==> config.mk <==
export PLATFORM = sky130hd
export DESIGN_NAME = kd_run_sequencer
export DESIGN_NICKNAME = d
export VERILOG_FILES = /design/src/rtl/kd_seq_pkg.sv /design/src/rtl/kd_phase_timer.sv /design/src/rtl/kd_run_sequencer.sv
export SDC_FILE = /design/constraint.sdc
export NUM_CORES = 1
export LEC_CHECK = 0
export ABC_CLOCK_PERIOD_IN_PS = 2000
export BUFFER_PORTS_ARGS = -buffer_cell sky130_fd_sc_hd__buf_2
export CAP_MARGIN = 20
export CELL_PAD_IN_SITES_DETAIL_PLACEMENT = 1
export CELL_PAD_IN_SITES_GLOBAL_PLACEMENT = 1
export CORE_MARGIN = 2
export CORE_UTILIZATION = 45
export CTS_CLUSTER_SIZE = 16
export DETAILED_ROUTE_END_ITERATION = 6
export HOLD_SLACK_MARGIN = 0.02
export PLACE_DENSITY = 0.91
export SLEW_MARGIN = 20
export SYNTH_ARGS = -nofsm -noshare
export SYNTH_HDL_FRONTEND = slang
export SYNTH_SLANG_ARGS = --single-unit
export TNS_END_PERCENT = 1
==> constraint.sdc <==
create_clock -name clk -period 2 [get_ports clk]
set_input_delay 0.2 -clock clk [delete_from_list [all_inputs] [get_ports clk]]
set_output_delay 0.2 -clock clk [all_outputs]
set_load 0.02 [all_outputs]
==> src/rtl/kd_seq_pkg.sv <==
// kd_seq_pkg: Run_mode codes, sequencer state encoding and the
// (scheme, direction, phase) -> Run_mode lookup shared by the sequencer.
package kd_seq_pkg;

   localparam int unsigned RM_W = 4;

   localparam logic [RM_W-1:0] RM_IDLE         = 4'd0;
   localparam logic [RM_W-1:0] RM_K2_NTT       = 4'd1;
   localparam logic [RM_W-1:0] RM_K2_NTT_DONE  = 4'd2;
   localparam logic [RM_W-1:0] RM_K4_NTT       = 4'd3;
   localparam logic [RM_W-1:0] RM_K4_NTT_DONE  = 4'd4;
   localparam logic [RM_W-1:0] RM_D2_NTT       = 4'd5;
   localparam logic [RM_W-1:0] RM_D2_NTT_DONE  = 4'd6;
   localparam logic [RM_W-1:0] RM_K2_INTT      = 4'd7;
   localparam logic [RM_W-1:0] RM_K2_INTT_DONE = 4'd8;
   localparam logic [RM_W-1:0] RM_K4_INTT      = 4'd9;
   localparam logic [RM_W-1:0] RM_K4_INTT_DONE = 4'd10;
   localparam logic [RM_W-1:0] RM_D2_INTT      = 4'd11;
   localparam logic [RM_W-1:0] RM_D2_INTT_DONE = 4'd12;

   typedef enum logic [2:0] {
      ST_IDLE   = 3'd0,
      ST_COMP0  = 3'd1,
      ST_DRAIN0 = 3'd2,
      ST_COMP1  = 3'd3,
      ST_DRAIN1 = 3'd4
   } seq_state_e;

   // Run_mode for a given phase position; positions past the end of a
   // Dilithium sequence map to RM_IDLE.
   function automatic logic [RM_W-1:0] seq_code(input logic       kd_sel,
                                                input logic       op_inv,
                                                input logic [1:0] phase_idx);
      logic [RM_W-1:0] code;
      code = RM_IDLE;
      case ({kd_sel, op_inv})
         2'b00: begin
            case (phase_idx)
               2'd0:    code = RM_K2_NTT;
               2'd1:    code = RM_K2_NTT_DONE;
               2'd2:    code = RM_K4_NTT;
               default: code = RM_K4_NTT_DONE;
            endcase
         end
         2'b01: begin
            case (phase_idx)
               2'd0:    code = RM_K4_INTT;
               2'd1:    code = RM_K4_INTT_DONE;
               2'd2:    code = RM_K2_INTT;
               default: code = RM_K2_INTT_DONE;
            endcase
         end
         2'b10: begin
            case (phase_idx)
               2'd0:    code = RM_D2_NTT;
               2'd1:    code = RM_D2_NTT_DONE;
               default: code = RM_IDLE;
            endcase
         end
         default: begin
            case (phase_idx)
               2'd0:    code = RM_D2_INTT;
               2'd1:    code = RM_D2_INTT_DONE;
               default: code = RM_IDLE;
            endcase
         end
      endcase
      return code;
   endfunction

endpackage

==> src/rtl/kd_phase_timer.sv <==
// kd_phase_timer: per-phase cycle counter, stale-flag guard and watchdog.
// Optional watchdog compiled in with KD_SEQ_TIMEOUT_EN.
module kd_phase_timer #(
`ifdef KD_SEQ_TIMEOUT_EN
   parameter int unsigned TIMEOUT_CYC = 2047,
`endif
   parameter int unsigned CNT_W       = 12
) (
   input  logic       i_clk,
   input  logic       i_rst_n,
   input  logic       i_run,
   input  logic       i_clr,
   input  logic       i_drain,
   input  logic [1:0] i_done_flag,
   output logic       o_adv_c,
   output logic       o_timeout_c
);

   localparam logic [CNT_W-1:0] CNT_MAX = '1;

   logic [CNT_W-1:0] r_cnt;
   logic             w_flag;

   // Only the flag belonging to the current phase type counts.
   assign w_flag  = i_drain ? i_done_flag[1] : i_done_flag[0];
   // First cycle of a phase (count 0) ignores flags left high from before.
   assign o_adv_c = i_run && (r_cnt != '0) && w_flag;

`ifdef KD_SEQ_TIMEOUT_EN
   localparam logic [CNT_W-1:0] TO_CNT = CNT_W'(TIMEOUT_CYC);
   assign o_timeout_c = i_run && !o_adv_c && (r_cnt == TO_CNT);
`else
   assign o_timeout_c = 1'b0;
`endif

   // Phase counter: cleared on any phase/state change, saturates at max.
   always_ff @(posedge i_clk or negedge i_rst_n) begin
      if (!i_rst_n) begin
         r_cnt <= '0;
      end else if (i_clr || !i_run) begin
         r_cnt <= '0;
      end else if (r_cnt != CNT_MAX) begin
         r_cnt <= r_cnt + CNT_W'(1);
      end
   end

endmodule

==> src/rtl/kd_run_sequencer.sv <==
// kd_run_sequencer: turns one start command into the ordered Run_mode /
// KD_mode phase sequence for KD_top, advancing on the done_flag handshake.
// Optional per-phase watchdog compiled in with KD_SEQ_TIMEOUT_EN.
module kd_run_sequencer
   import kd_seq_pkg::*;
#(
`ifdef KD_SEQ_TIMEOUT_EN
   parameter int unsigned TIMEOUT_CYC = 2047,
`endif
   parameter int unsigned CNT_W       = 12,
   parameter int unsigned TOT_W       = 16
) (
   input  logic             clk,
   input  logic             rst,
   input  logic             start,
   input  logic             op_inv,
   input  logic             kd_sel,
   input  logic             abort,
   input  logic [1:0]       done_flag,
   output logic [RM_W-1:0]  Run_mode,
   output logic             KD_mode,
   output logic             busy,
   output logic             seq_done,
   output logic             err,
   output logic [TOT_W-1:0] cyc_total
);

   localparam logic [TOT_W-1:0] TOT_MAX = '1;

   seq_state_e       r_state, w_nxt_state;
   logic [RM_W-1:0]  r_run_mode, w_nxt_rm;
   logic             r_kd_mode, w_nxt_kd;
   logic             r_inv, w_nxt_inv;
   logic             r_busy, w_nxt_busy;
   logic             r_seq_done, w_nxt_done;
   logic             r_err, w_nxt_err;
   logic [TOT_W-1:0] r_tot, w_nxt_tot;
   logic             w_fin;
   logic             w_adv, w_timeout, w_clr, w_drain;

   assign w_drain = (r_state == ST_DRAIN0) || (r_state == ST_DRAIN1);
   assign w_clr   = (w_nxt_state != r_state);

   kd_phase_timer #(
`ifdef KD_SEQ_TIMEOUT_EN
      .TIMEOUT_CYC (TIMEOUT_CYC),
`endif
      .CNT_W       (CNT_W)
   ) u_timer (
      .i_clk       (clk),
      .i_rst_n     (rst),
      .i_run       (r_busy),
      .i_clr       (w_clr),
      .i_drain     (w_drain),
      .i_done_flag (done_flag),
      .o_adv_c     (w_adv),
      .o_timeout_c (w_timeout)
   );

   // Next-state and next-output logic.
   always_comb begin
      w_nxt_state = r_state;
      w_nxt_rm    = r_run_mode;
      w_nxt_kd    = r_kd_mode;
      w_nxt_inv   = r_inv;
      w_nxt_busy  = r_busy;
      w_nxt_done  = 1'b0;
      w_nxt_err   = r_err;
      w_nxt_tot   = (r_busy && (r_tot != TOT_MAX)) ? r_tot + TOT_W'(1) : r_tot;
      w_fin       = 1'b0;

      case (r_state)
         ST_IDLE: begin
            if (start && !abort) begin
               w_nxt_state = ST_COMP0;
               w_nxt_rm    = seq_code(kd_sel, op_inv, 2'd0);
               w_nxt_kd    = kd_sel;
               w_nxt_inv   = op_inv;
               w_nxt_busy  = 1'b1;
               w_nxt_err   = 1'b0;
               w_nxt_tot   = '0;
            end
         end
         ST_COMP0, ST_DRAIN0, ST_COMP1, ST_DRAIN1: begin
            if (abort) begin
               w_nxt_state = ST_IDLE;
               w_nxt_rm    = RM_IDLE;
               w_nxt_busy  = 1'b0;
            end else if (w_timeout) begin
               w_nxt_state = ST_IDLE;
               w_nxt_rm    = RM_IDLE;
               w_nxt_busy  = 1'b0;
               w_nxt_err   = 1'b1;
            end else if (w_adv) begin
               case (r_state)
                  ST_COMP0: begin
                     w_nxt_state = ST_DRAIN0;
                     w_nxt_rm    = seq_code(r_kd_mode, r_inv, 2'd1);
                  end
                  ST_DRAIN0: begin
                     if (r_kd_mode) begin
                        w_fin = 1'b1;
                     end else begin
                        w_nxt_state = ST_COMP1;
                        w_nxt_rm    = seq_code(r_kd_mode, r_inv, 2'd2);
                     end
                  end
                  ST_COMP1: begin
                     w_nxt_state = ST_DRAIN1;
                     w_nxt_rm    = seq_code(r_kd_mode, r_inv, 2'd3);
                  end
                  default: w_fin = 1'b1;
               endcase
            end
         end
         default: begin
            w_nxt_state = ST_IDLE;
            w_nxt_rm    = RM_IDLE;
            w_nxt_busy  = 1'b0;
         end
      endcase

      if (w_fin) begin
         w_nxt_state = ST_IDLE;
         w_nxt_rm    = RM_IDLE;
         w_nxt_busy  = 1'b0;
         w_nxt_done  = 1'b1;
      end
   end

   // State and registered outputs.
   always_ff @(posedge clk or negedge rst) begin
      if (!rst) begin
         r_state    <= ST_IDLE;
         r_run_mode <= RM_IDLE;
         r_kd_mode  <= 1'b0;
         r_inv      <= 1'b0;
         r_busy     <= 1'b0;
         r_seq_done <= 1'b0;
         r_err      <= 1'b0;
         r_tot      <= '0;
      end else begin
         r_state    <= w_nxt_state;
         r_run_mode <= w_nxt_rm;
         r_kd_mode  <= w_nxt_kd;
         r_inv      <= w_nxt_inv;
         r_busy     <= w_nxt_busy;
         r_seq_done <= w_nxt_done;
         r_err      <= w_nxt_err;
         r_tot      <= w_nxt_tot;
      end
   end

   assign Run_mode  = r_run_mode;
   assign KD_mode   = r_kd_mode;
   assign busy      = r_busy;
   assign seq_done  = r_seq_done;
   assign err       = r_err;
   assign cyc_total = r_tot;

endmodule

* Word-level counts from Yosys, hierarchy flattened *
Index checks and enable logic that the tools add are counted.

word-level totals
  bits in registers = 39
  bits in latches = 0
  memory bits (writable) = 0
  bits in read-only memories = 0
  bits of input ports = 8
  output and inout port bits = 24
  memories = 0

operators by class
  add/sub/neg operators = 2
  $mul = 0
  divide/modulo/power cells = 0
  $lt $le $gt $ge = 0
  equal/unequal tests = 16
  shifts and indexed selects = 0
  muxes and demuxes = 34
  bitwise gates (word level) = 0
  reduce and logical (&&, ||, !) cells = 18

operators with widths
  operator               number
  $mux 16                3
  $pmux 4 s3             3
  $mux 12                2
  $mux 4                 5
  $add 16x1->16 const B  1
  $ne 16x16->1 const B   1
  $pmux 4 s2             2
  $mux 3                 5
  $add 12x1->12 const B  1
  $ne 12x12->1 const B   1
  $pmux 3 s2             2
  $reduce_bool 12->1     1
  $mux 1                 9
  $pmux 3 s3             1
  $eq 3x2->1 const B     2
  $ne 3x3->1 const B     2
  $ne 6x6->1 const B     1
  $ne 5x5->1 const B     1
  $eq 2x1->1 const B     2
  $eq 2x2->1 const B     2
  $logic_and 1x1->1      4
  $logic_not 2->1        2
  $ne 4x3->1 const B     1
  $pmux 1 s2             2
  other kinds (11)       14

* Depth between registers and ports, before layout *
Gate-level depths: netlist of run 1.

  depth after elaboration = 11
  depth in mapped cells = 8
  depth with buffers taken out = 7

* Modules after synthesis *
Synthesis of run 1 repeated with hierarchy kept, for this count alone.

second synthesis, totals
  cell total of the unflattened synthesis = 289
  area total of the unflattened synthesis = 2603.7 um2

modules (own cells, without submodules)
  module            times used  cells an instance  area an instance (um2)  sequential area each (um2)
  kd_run_sequencer  1           205                1788.0                  700.7
  kd_phase_timer    1           84                 815.8                   300.3

* Worst setup path before layout of run 1 *
Ideal clock, no wire load.

  path kind = register -> register
  from = register u_timer.r_cnt[0]
  to = register r_run_mode[1] (netlist: Run_mode[1])
  data arrival time = 1.691 ns
  slack = 0.185 ns
  cell stages (with the launch flop) = 8
  buffers on the path = 0
  clock period less this slack = 1.815 ns
  cells stage by stage = dfrtp_1 inv_1 ha_1 nor4b_4 a31oi_2 o21ai_4 o221a_4 mux2_2

on the way
  longest elaborated chain between the ends = 8
  elaborated cells between the ends (all ways) = 12

RTL lines
  element                                             line                     RTL
  from (decl)                                         kd_phase_timer.sv:21     logic [CNT_W-1:0] r_cnt;
  from (signal assigned)                              kd_phase_timer.sv:43     r_cnt <= r_cnt + CNT_W'(1);
  $reduce_bool 12->1 (*)                              kd_phase_timer.sv:27     assign o_adv_c = i_run && (r_cnt != '0) && w_flag;
  $logic_and 1x1->1 (*) (2 in series)                 kd_phase_timer.sv:27
  $mux 1                                              kd_run_sequencer.sv:94   end else if (w_adv) begin
  $mux 1                                              kd_run_sequencer.sv:85   if (abort) begin
  $mux 1                                              kd_run_sequencer.sv:72   case (r_state)
  $ne 6x6->1 (no line), or another cell as far along  -
  $reduce_and 4->1 (no line)                          -
  to (signal assigned)                                kd_run_sequencer.sv:144  r_run_mode <= w_nxt_rm;
  to (decl)                                           kd_run_sequencer.sv:31   logic [RM_W-1:0] r_run_mode, w_nxt_rm;

Every way passes the cells marked *; elsewhere a longest branch is shown, timed or not.
A chain may end at the register's enable or synchronous reset.

* Worst setup path after layout of run 1 *
  from = register r_state[2]
  to = register r_run_mode[0] (netlist: Run_mode[0])

on the way
  longest elaborated chain between the ends = 9
  elaborated cells between the ends (all ways) = 24

RTL lines
  element                                             line                     RTL
  from (decl)                                         kd_run_sequencer.sv:30   seq_state_e r_state, w_nxt_state;
  from (signal assigned)                              kd_run_sequencer.sv:143  r_state <= w_nxt_state;
  branches (longest 9 deep; another with $ne 6x6->1)  -

Parallel ways; which one is timed is not known. The select of a mux whose other input is x is not followed.

==> flow_metrics.tcl, run 1 <==
set metrics [dict create \
    dieArea_um2 6110 \
    skew_ns 0.00429 \
    clock_latency_ns 0.31 \
    grt_use_total_pct 28.0 \
    synth.avg_cell_area_um2 9.59 \
    worst_pin_slew_ns 0.520 \
    synth_edf_count 0 \
    period_share_pct 102 \
    synth-main-ff-cell "dfrtp_1" \
    grt_max_degree 40 \
    netSwitchingFraction_pct 38.2 \
    fillers 615 \
    synth_fp_nets 269 \
    ant_nets 0 \
    netlist_top_cells_area "dfrtp_1 39%, xor2_1 5.7%, nor2_1 4.6%" \
    vias 2418 \
    clock-root-buffer "clkbuf_8" \
    cp_data_arrival_time_ns 2.23 \
    portBuffers 30 \
    clkSinkCount 39 \
    seqPwrFrac_pct 32.5 \
    critPathCapture "Run_mode[0]" \
    finalCriticalPeriod_ns 2.03 \
    die_w_um 78.2 \
    p_comb_share_pct 44.9 \
    grt_pass1_vias 2560 \
    timing.rr.start "r_state[2]" \
    yosysTopAreaCell "dfrtp_1" \
    dp_hpwl_um 5270 \
    power.internal_uw 1960 \
    fin_nets 336 \
    reg2reg_setup_slack_ns -0.03 \
    end_kind "flop" \
    hold_path_class "input port to flop" \
    async_reset_ff_share_pct 100 \
    antenna_found_initial 0 \
    ys_warn_count 0 \
    layout.cells.non_filler 398 \
    cts.path.max_buffers 2 \
    crit_fanout 5 \
    rsz0062_at_grt "true" \
    h-tree-depth 2 \
    synth.distinct_cells 58 \
    syn-cell-area_um2 2470 \
    post-synth-top-count-cell "dfrtp_1" \
    drc 0 \
    gp_congestion 0.843 \
    core_um2 5410 \
    r2r_cells 5 \
    routed_wl_um 8620 \
    worst-setup-path-type "flop to flop" \
    r2r-end "Run_mode[0]" \
    dieHeight_um 78.2 \
    multi_input_comb_area_um2 1490 \
    clk_pin_slew_worst_paths_ns 0.08 \
    tns_ns -0.120 \
    synthTopCellsByCount "39 x dfrtp_1, 30 x nor2_1, 16 x xor2_1, 15 x nand2_1, 15 x nand3_1" \
    drv_cap 0 \
    hold_violations 0 \
    placed_area_um2 2910 \
    start_kind "flop" \
    ys_ff_latch 39 \
    holdWs_ns 0.162 \
    drive_gt1_share_pct 36.8 \
    seqCellArea_um2 977 \
    tritoncts "built" \
    leakage_uw 0.00143 \
    numCtsBuffers 5 \
    vdd_drop_max_uv 585 \
    place_ws_ns -0.206 \
    violations "setup timing" \
    cp_data_required_time_ns 2.20 \
    max_freq_mhz 492 \
    grt_pass1_wl_um 13100 \
    synth-seq-area-share_pct 39.4 \
    wl_per_cell_um 21.7 \
    io_pins 32 \
    grt_overflow 0 \
    worstSetupStartpoint "r_state[2]" \
    p_clk_share_pct 22.6 \
    synth_top_area_share_pct 39.4 \
    insertedDiodeCount 0 \
    finalInstanceArea_um2 3240 \
    status "complete, but fails checks" \
    first_pass_iters 5 \
    slew_headroom_pct 65.3 \
    power_density_nw_per_um2 976 \
    dp_cells 378 \
    setup_viol_count_final 4 \
    first_iter_violations 110 \
    start_util_pct 45.8 \
    synthCells 258 \
    num_rows 27 \
    slew_violations 0 \
    vias_per_cell 6.08 \
    switchingPower_uw 1210 \
    layout-area-overhead-vs-synth_pct 31.0 \
    setup_ws_ns -0.0310 \
]
## state kept, by name, indices dropped and copies added, names as in the netlist
signal / count
cyc_total: 16
u_timer.r_cnt: 12
Run_mode: 4
r_state: 3
KD_mode: 1
busy: 1
r_inv: 1
seq_done: 1
## cell families after synthesis
kind of cell | synth area share, %
AND/OR/NAND/NOR | 28.0
AO/OA/AOI/OAI | 15.5
flip-flops | 39.4
buffers and inverters | 4.09
XOR/XNOR | 7.43
multiplexers | 3.89
adder cells (fa/ha/maj) | 1.52
other | 0.152
## power groups by stage
stage / logic [µW] / clock network [µW] / registers, µW
final: 1420 / 715 / 1030
after global routing: 1510 / 754 / 1050
after CTS: 1230 / 704 / 1020
after detailed placement: 1100 / 0 / 1030
after global placement: 1040 / 0 / 1020
after floorplan: 560 / 0 / 1140
## critical path: stages, from the launching register on
cell	delay, ns
dfrtp_1	0.47
inv_1	0.14
nand2_1	0.19
o311ai_0	0.48
o221a_4	0.33
mux2_4	0.31
## worst min path at each step
stage	end	cells past startpoint	from	slack (ns)
after floorplan	KD_mode	0	rst	-0.1
after global placement	cyc_total[6]	2	rst	0.29
after detailed placement	cyc_total[8]	2	rst	0.30
after CTS	KD_mode	3	kd_sel	0.18
after global routing	KD_mode	3	kd_sel	0.17
final	KD_mode	3	kd_sel	0.16
## cells in the final DEF (no fill, tap or decap), types with 5 or more instances in the layout
master,synthesis,routed
clkbuf_8,0,6
o21ai_0,10,10
nand3_1,15,15
and4_1,5,5
nand2_1,15,15
nor3_1,6,6
nand4_1,10,10
dfrtp_1,39,38
inv_1,8,6
xor2_1,16,16
buf_2,3,30
a21oi_1,12,11
buf_4,2,36
nor2_1,30,29
nor3_2,8,7
## through the flow
| step | utilization (%) | total power, µW |
|---|---|---|
| 2_1_floorplan | - | 1700 |
| 3_3_place_gp | 53.8 | 2060 |
| 3_5_place_dp | 53.8 | 2140 |
| 4_1_cts | 57.8 | 2960 |
| 5_1_grt | 60.0 | 3310 |
| 6_report | 60.0 | 3170 |
## cell type report
cell class,instances,share of cell area [%]
Clock inverter,2,1.08
Timing Repair Buffer,73,16.6
Inverter,9,1.04
Clock buffer,6,2.55
Multi-Input combinational cell,197,45.8
Sequential cell,39,30.1
Tap cell,72,2.78
## layer usage
metal,GRT usage [%],vias to the layer above,part of all wire [%]
li1,-,1079,-
met1,32.2,1221,40
met2,48.1,82,51
met3,6.32,36,4.6
met4,15.4,0,4.6
met5,0,-,0
## repair_timing
item | 4_1_cts | 5_1_grt
hold buffers | 1 | 0
resized for setup | 9 | 12
setup buffers | 4 | 6
cloned | 0 | 1
setup endpoints to repair | 17 | 12
hold endpoints to repair | 39 | 0
pin swaps | 4 | 12
No activity file was read; power rests on OpenSTA's default activity.
==> run 2: changes to the inputs <==
--- a/config.mk
+++ b/config.mk
@@ -16,6 +16,7 @@
 export DETAILED_ROUTE_END_ITERATION = 6
 export HOLD_SLACK_MARGIN = 0.02
 export PLACE_DENSITY = 0.91
+export SETUP_SLACK_MARGIN = 0.3
 export SLEW_MARGIN = 20
 export SYNTH_ARGS = -nofsm -noshare
 export SYNTH_HDL_FRONTEND = slang
==> flow_metrics.tcl, run 2 (synthesized netlist as in run 1, its figures left out) <==
set metrics [dict create \
    status "complete, but fails checks" \
    violations "setup timing" \
    clk_pin_slew_worst_paths_ns 0.09 \
    grt_overflow 0 \
    grt_use_total_pct 27.4 \
    clock_latency_ns 0.31 \
    cts.path.max_buffers 2 \
    power_density_nw_per_um2 936 \
    setup_viol_count_final 7 \
    seqCellArea_um2 981 \
    fin_nets 335 \
    max_freq_mhz 483 \
    tns_ns -0.315 \
    hold_violations 0 \
    clock-root-buffer "clkbuf_8" \
    leakage_uw 0.00145 \
    drive_gt1_share_pct 40.3 \
    period_share_pct 103 \
    drv_cap 0 \
    first_pass_iters 4 \
    start_kind "flop" \
    layout-area-overhead-vs-synth_pct 33.6 \
    ant_nets 0 \
    dieArea_um2 6110 \
    rsz0062_at_grt "true" \
    worst_pin_slew_ns 0.569 \
    insertedDiodeCount 0 \
    slew_violations 0 \
    cp_cell_sequence "inv_2 -> ha_4 -> nor4b_4 -> a31oi_2 -> o21ai_4 -> buf_6 -> o221a_4 -> mux2_4" \
    final_cell_mix "35 x dfrtp_1, 33 x buf_4, 30 x nor2_1, 30 x buf_2, 16 x xor2_1" \
    grt_max_degree 24 \
    fillers 621 \
    h-tree-depth 2 \
    clkSinkCount 39 \
    slowest_delay_ns 0.43 \
    wl_per_cell_um 22.6 \
    num_rows 27 \
    vias_per_cell 6.12 \
    die_w_um 78.2 \
    routed_wl_um 8970 \
    worst-setup-path-type "flop to flop" \
    hold_path_class "input port to flop" \
    drc 0 \
    cp_data_required_time_ns 2.18 \
    portBuffers 30 \
    worstSetupStartpoint "u_timer.r_cnt[1]" \
    multi_input_comb_area_um2 1580 \
    finalCriticalPeriod_ns 2.07 \
    largest_register_ffs 16 \
    cp_data_arrival_time_ns 2.25 \
    place_ws_ns -0.0944 \
    setup_ws_ns -0.0693 \
    finalInstanceArea_um2 3310 \
    crit_fanout 4 \
    tritoncts "built" \
    critPathSlowestCell "dfrtp_1" \
    placed_area_um2 2930 \
    vdd_drop_max_uv 437 \
    io_pins 32 \
    end_kind "flop" \
    dp_hpwl_um 5260 \
    core_um2 5410 \
    first_iter_violations 217 \
    antenna_found_initial 0 \
    start_util_pct 45.8 \
    gp_congestion 0.875 \
    timing.rr.start "u_timer.r_cnt[1]" \
    skew_ns 0.0126 \
    min-delay-start "kd_sel" \
    layout_commonest_cell "dfrtp_1" \
    numCtsBuffers 5 \
    grt_pass1_vias 2529 \
    vias 2430 \
    grt_pass1_wl_um 13000 \
    dieHeight_um 78.2 \
    slew_headroom_pct 62.1 \
]
-- run 2: cell count changes in the layout (fill, tap and decap cells not counted), sizes merged --
| cell | before | now |
|---|---|---|
| buf | 71 | 70 |
| bufinv | 1 | 0 |
| clkinvlp | 0 | 1 |
-- run 2: final cells by class --
| cell class | instances | area share, % |
|---|---|---|
| multi-input combinational | 197 | 47.7 |
| sequential | 39 | 29.7 |
| timing repair buffer | 72 | 16.3 |
| tap | 72 | 2.72 |
| clock buffer | 6 | 2.19 |
| inverter | 9 | 1.02 |
| clock inverter | 2 | 0.378 |
-- run 2: timing repair --
action	in CTS	in global routing
cloned	0	1
pin swaps	8	23
setup endpoints to repair	23	37
endpoints found under the hold margin	21	0
hold buffers	1	0
setup buffers	6	2
resized for setup	7	33
-- run 2: metal layers --
| layer | track usage, % | share of wire [%] |
|---|---|---|
| met4 | 10.4 | 2.2 |
| met5 | 0 | 0 |
| met1 | 33.8 | 41 |
| met2 | 47.2 | 52 |
| met3 | 5.40 | 5.3 |
-- run 2: worst max-delay path, delay by kind of cell, from the launching register on --
family,cells,cell delay (ns)
buffers and inverters,2,0.23
AND/OR/NAND/NOR,1,0.28
flip-flops,1,0.43
AO/OA/AOI/OAI,3,0.58
adder cells (fa/ha/maj),1,0.11
multiplexers,1,0.31
-- run 2: per-stage QoR --
| step | total power, µW | hold WS [ns] | utilization (%) | cells |
|---|---|---|---|---|
| 6_report | 3100 | 0.188 | 61.2 | 397 |
| 5_1_grt | 3230 | 0.207 | 61.2 | 397 |
| 4_1_cts | 2860 | 0.154 | 57.6 | 394 |
| 3_5_place_dp | 2210 | 0.219 | 54.2 | 379 |
| 3_3_place_gp | 2110 | 0.205 | 54.2 | 379 |
| 2_1_floorplan | 1750 | -0.0956 | - | 258 |
-- run 2: path summary, 6_finish.rpt --
kind                                endpoint  slack (ns)  cells after the start
worst min register to register   Run_mode[0]        0.52                      1
worst max-delay path             Run_mode[3]       -0.07                      8
min in group asynchronous       cyc_total[4]        0.42                      2
worst min-delay path                 KD_mode        0.19                      3
worst max register to register   Run_mode[3]       -0.07                      8
max in group asynchronous           seq_done        1.00                      3
-- run 2: power breakdown --
part           switching (µW)  internal (µW)  total, µW
sequential                136            910       1050
combinational             834            655       1490
clock                     316            245        561
total                    1290           1810       3100
==> run 3: changes to the inputs <==
--- a/config.mk
+++ b/config.mk
@@ -10,7 +10,6 @@
 export CAP_MARGIN = 20
 export CELL_PAD_IN_SITES_DETAIL_PLACEMENT = 1
 export CELL_PAD_IN_SITES_GLOBAL_PLACEMENT = 1
-export CORE_MARGIN = 2
 export CORE_UTILIZATION = 45
 export CTS_CLUSTER_SIZE = 16
 export DETAILED_ROUTE_END_ITERATION = 6
==> flow_metrics.tcl, run 3 (synthesized netlist as in run 1, its figures left out) <==
set metrics [dict create \
    status "complete, but fails checks" \
    violations "setup timing" \
    numCtsBuffers 5 \
    fillers 592 \
    rsz0062_at_grt "true" \
    power.internal_uw 1800 \
    layout_commonest_cell "dfrtp_1" \
    vias 2406 \
    cp_data_arrival_time_ns 2.20 \
    leakage_uw 0.00141 \
    antenna_found_initial 0 \
    period_share_pct 101 \
    clock-root-buffer "clkbuf_8" \
    slowest_delay_ns 0.41 \
    ant_nets 0 \
    use_met1_pct 36.4 \
    p_comb_share_pct 46.5 \
    grt_max_degree 40 \
    grt_overflow 0 \
    max_freq_mhz 496 \
    cts.path.max_buffers 2 \
    fin_nets 332 \
    finalCriticalPeriod_ns 2.01 \
    die_w_um 76.2 \
    h-tree-depth 2 \
    clkSinkCount 39 \
    grt_pass1_wl_um 13600 \
    grt_pass1_vias 2570 \
    critPathSlowestCell "dfrtp_1" \
    start_kind "flop" \
    dp_hpwl_um 5380 \
    wl_per_cell_um 22.1 \
    dieHeight_um 76.2 \
    skew_ns 0.00741 \
    clk_pin_slew_worst_paths_ns 0.08 \
    start_util_pct 47.5 \
    final_cell_mix "37 x dfrtp_1, 32 x buf_4, 30 x buf_2" \
    grt.busiest_layer "met2" \
    first_iter_violations 205 \
    clock_latency_ns 0.30 \
    routed_wl_um 8660 \
    total_power_uw 3020 \
    seqPwrFrac_pct 34.8 \
    crit_fanout 4 \
    end_kind "flop" \
    met2_usage_pct 53.1 \
    drv_cap 0 \
    hold_violations 0 \
    vias_per_cell 6.15 \
    vdd_drop_max_uv 567 \
    drive_gt1_share_pct 38.9 \
    switchingPower_uw 1220 \
    insertedDiodeCount 0 \
    netSwitchingFraction_pct 40.5 \
    io_pins 32 \
    tns_ns -0.0149 \
    finalInstanceArea_um2 3200 \
    first_pass_iters 4 \
    setup_ws_ns -0.0149 \
    cp_data_required_time_ns 2.18 \
    path_delay_family "compound AO/OA/AOI/OAI gates" \
    p_clk_share_pct 18.7 \
    core_um2 5200 \
    grt_use_total_pct 30.2 \
    placed_area_um2 2930 \
    holdWs_ns 0.183 \
    layout-area-overhead-vs-synth_pct 29.3 \
    gp_congestion 0.898 \
    num_rows 26 \
    tritoncts "built" \
    hold_path_class "input port to flop" \
    drc 0 \
    cp_cell_sequence "inv_2 -> ha_4 -> nor4b_4 -> buf_4 -> a31oi_4 -> o21ai_4 -> buf_6 -> o221a_4 -> mux2_4" \
    dieArea_um2 5800 \
    portBuffers 30 \
    worst-setup-path-type "flop to flop" \
    largest_register_ffs 16 \
    power_density_nw_per_um2 944 \
    crit_buf_inv 3 \
    grt_use_met3_pct 4.79 \
    setup_viol_count_final 1 \
    slew_violations 0 \
]
run 3: area by class of cell:
| class | instances | area (µm²) | share of cell area (%) |
|---|---|---|---|
| repair buffers | 69 | 494 | 15.4 |
| multi-input cells | 197 | 1520 | 47.4 |
| flip-flops and latches | 39 | 978 | 30.6 |
| clock buffers | 6 | 82.6 | 2.58 |
| well taps | 70 | 87.6 | 2.74 |
| inverters | 9 | 33.8 | 1.06 |
| clock inverters | 1 | 5.00 | 0.156 |
run 3: metrics by stage:
step | utilization (%) | cells | setup WS (ns)
final | 61.5 | 391 | -0.0149
after global routing | 61.5 | 391 | -0.0881
after CTS | 59.6 | 389 | 0.0452
after detailed placement | 56.3 | 378 | -0.113
after global placement | 56.3 | 378 | 0.0218
after floorplan | - | 258 | 0.225
run 3: what timing repair did:
action	in CTS	in global routing
setup endpoints to repair	27	36
resized for setup	8	21
hold buffers	1	0
pin swaps	4	14
buffers inserted	3	2
hold endpoints to repair	39	0
run 3: worst paths after layout:
check | start | endpoint | slack [ns] | depth (start not counted)
worst max-delay path | u_timer.r_cnt[0] | Run_mode[2] | -0.01 | 9
worst min-delay path | kd_sel | KD_mode | 0.18 | 3
worst max register to register | u_timer.r_cnt[0] | Run_mode[2] | -0.01 | 9
worst min register to register | Run_mode[3] | Run_mode[3] | 0.53 | 1
max in group asynchronous | rst | cyc_total[11] | 1.13 | 3
min in group asynchronous | rst | cyc_total[8] | 0.50 | 3
run 3: worst min-delay path, cell delays in order:
cell and delay [ns]:
buf_2 0.10, nand2_1 0.05, o21ai_0 0.08
run 3: power by group through the flow:
stage	Clock (µW)	Sequential [µW]	Combinational, µW
after global routing	607	1060	1480
final	566	1050	1400
after floorplan	0	1140	605
after CTS	559	1030	1240
after detailed placement	0	1040	1150
after global placement	0	1030	1090
run 3: metal layers:
layer | routed length, µm | vias to the layer above | share of wire [%]
li1 | - | 1064 | -
met1 | 3420 | 1216 | 39
met2 | 4500 | 99 | 52
met3 | 442 | 27 | 5.1
met4 | 304 | 0 | 3.5
met5 | 0 | - | 0
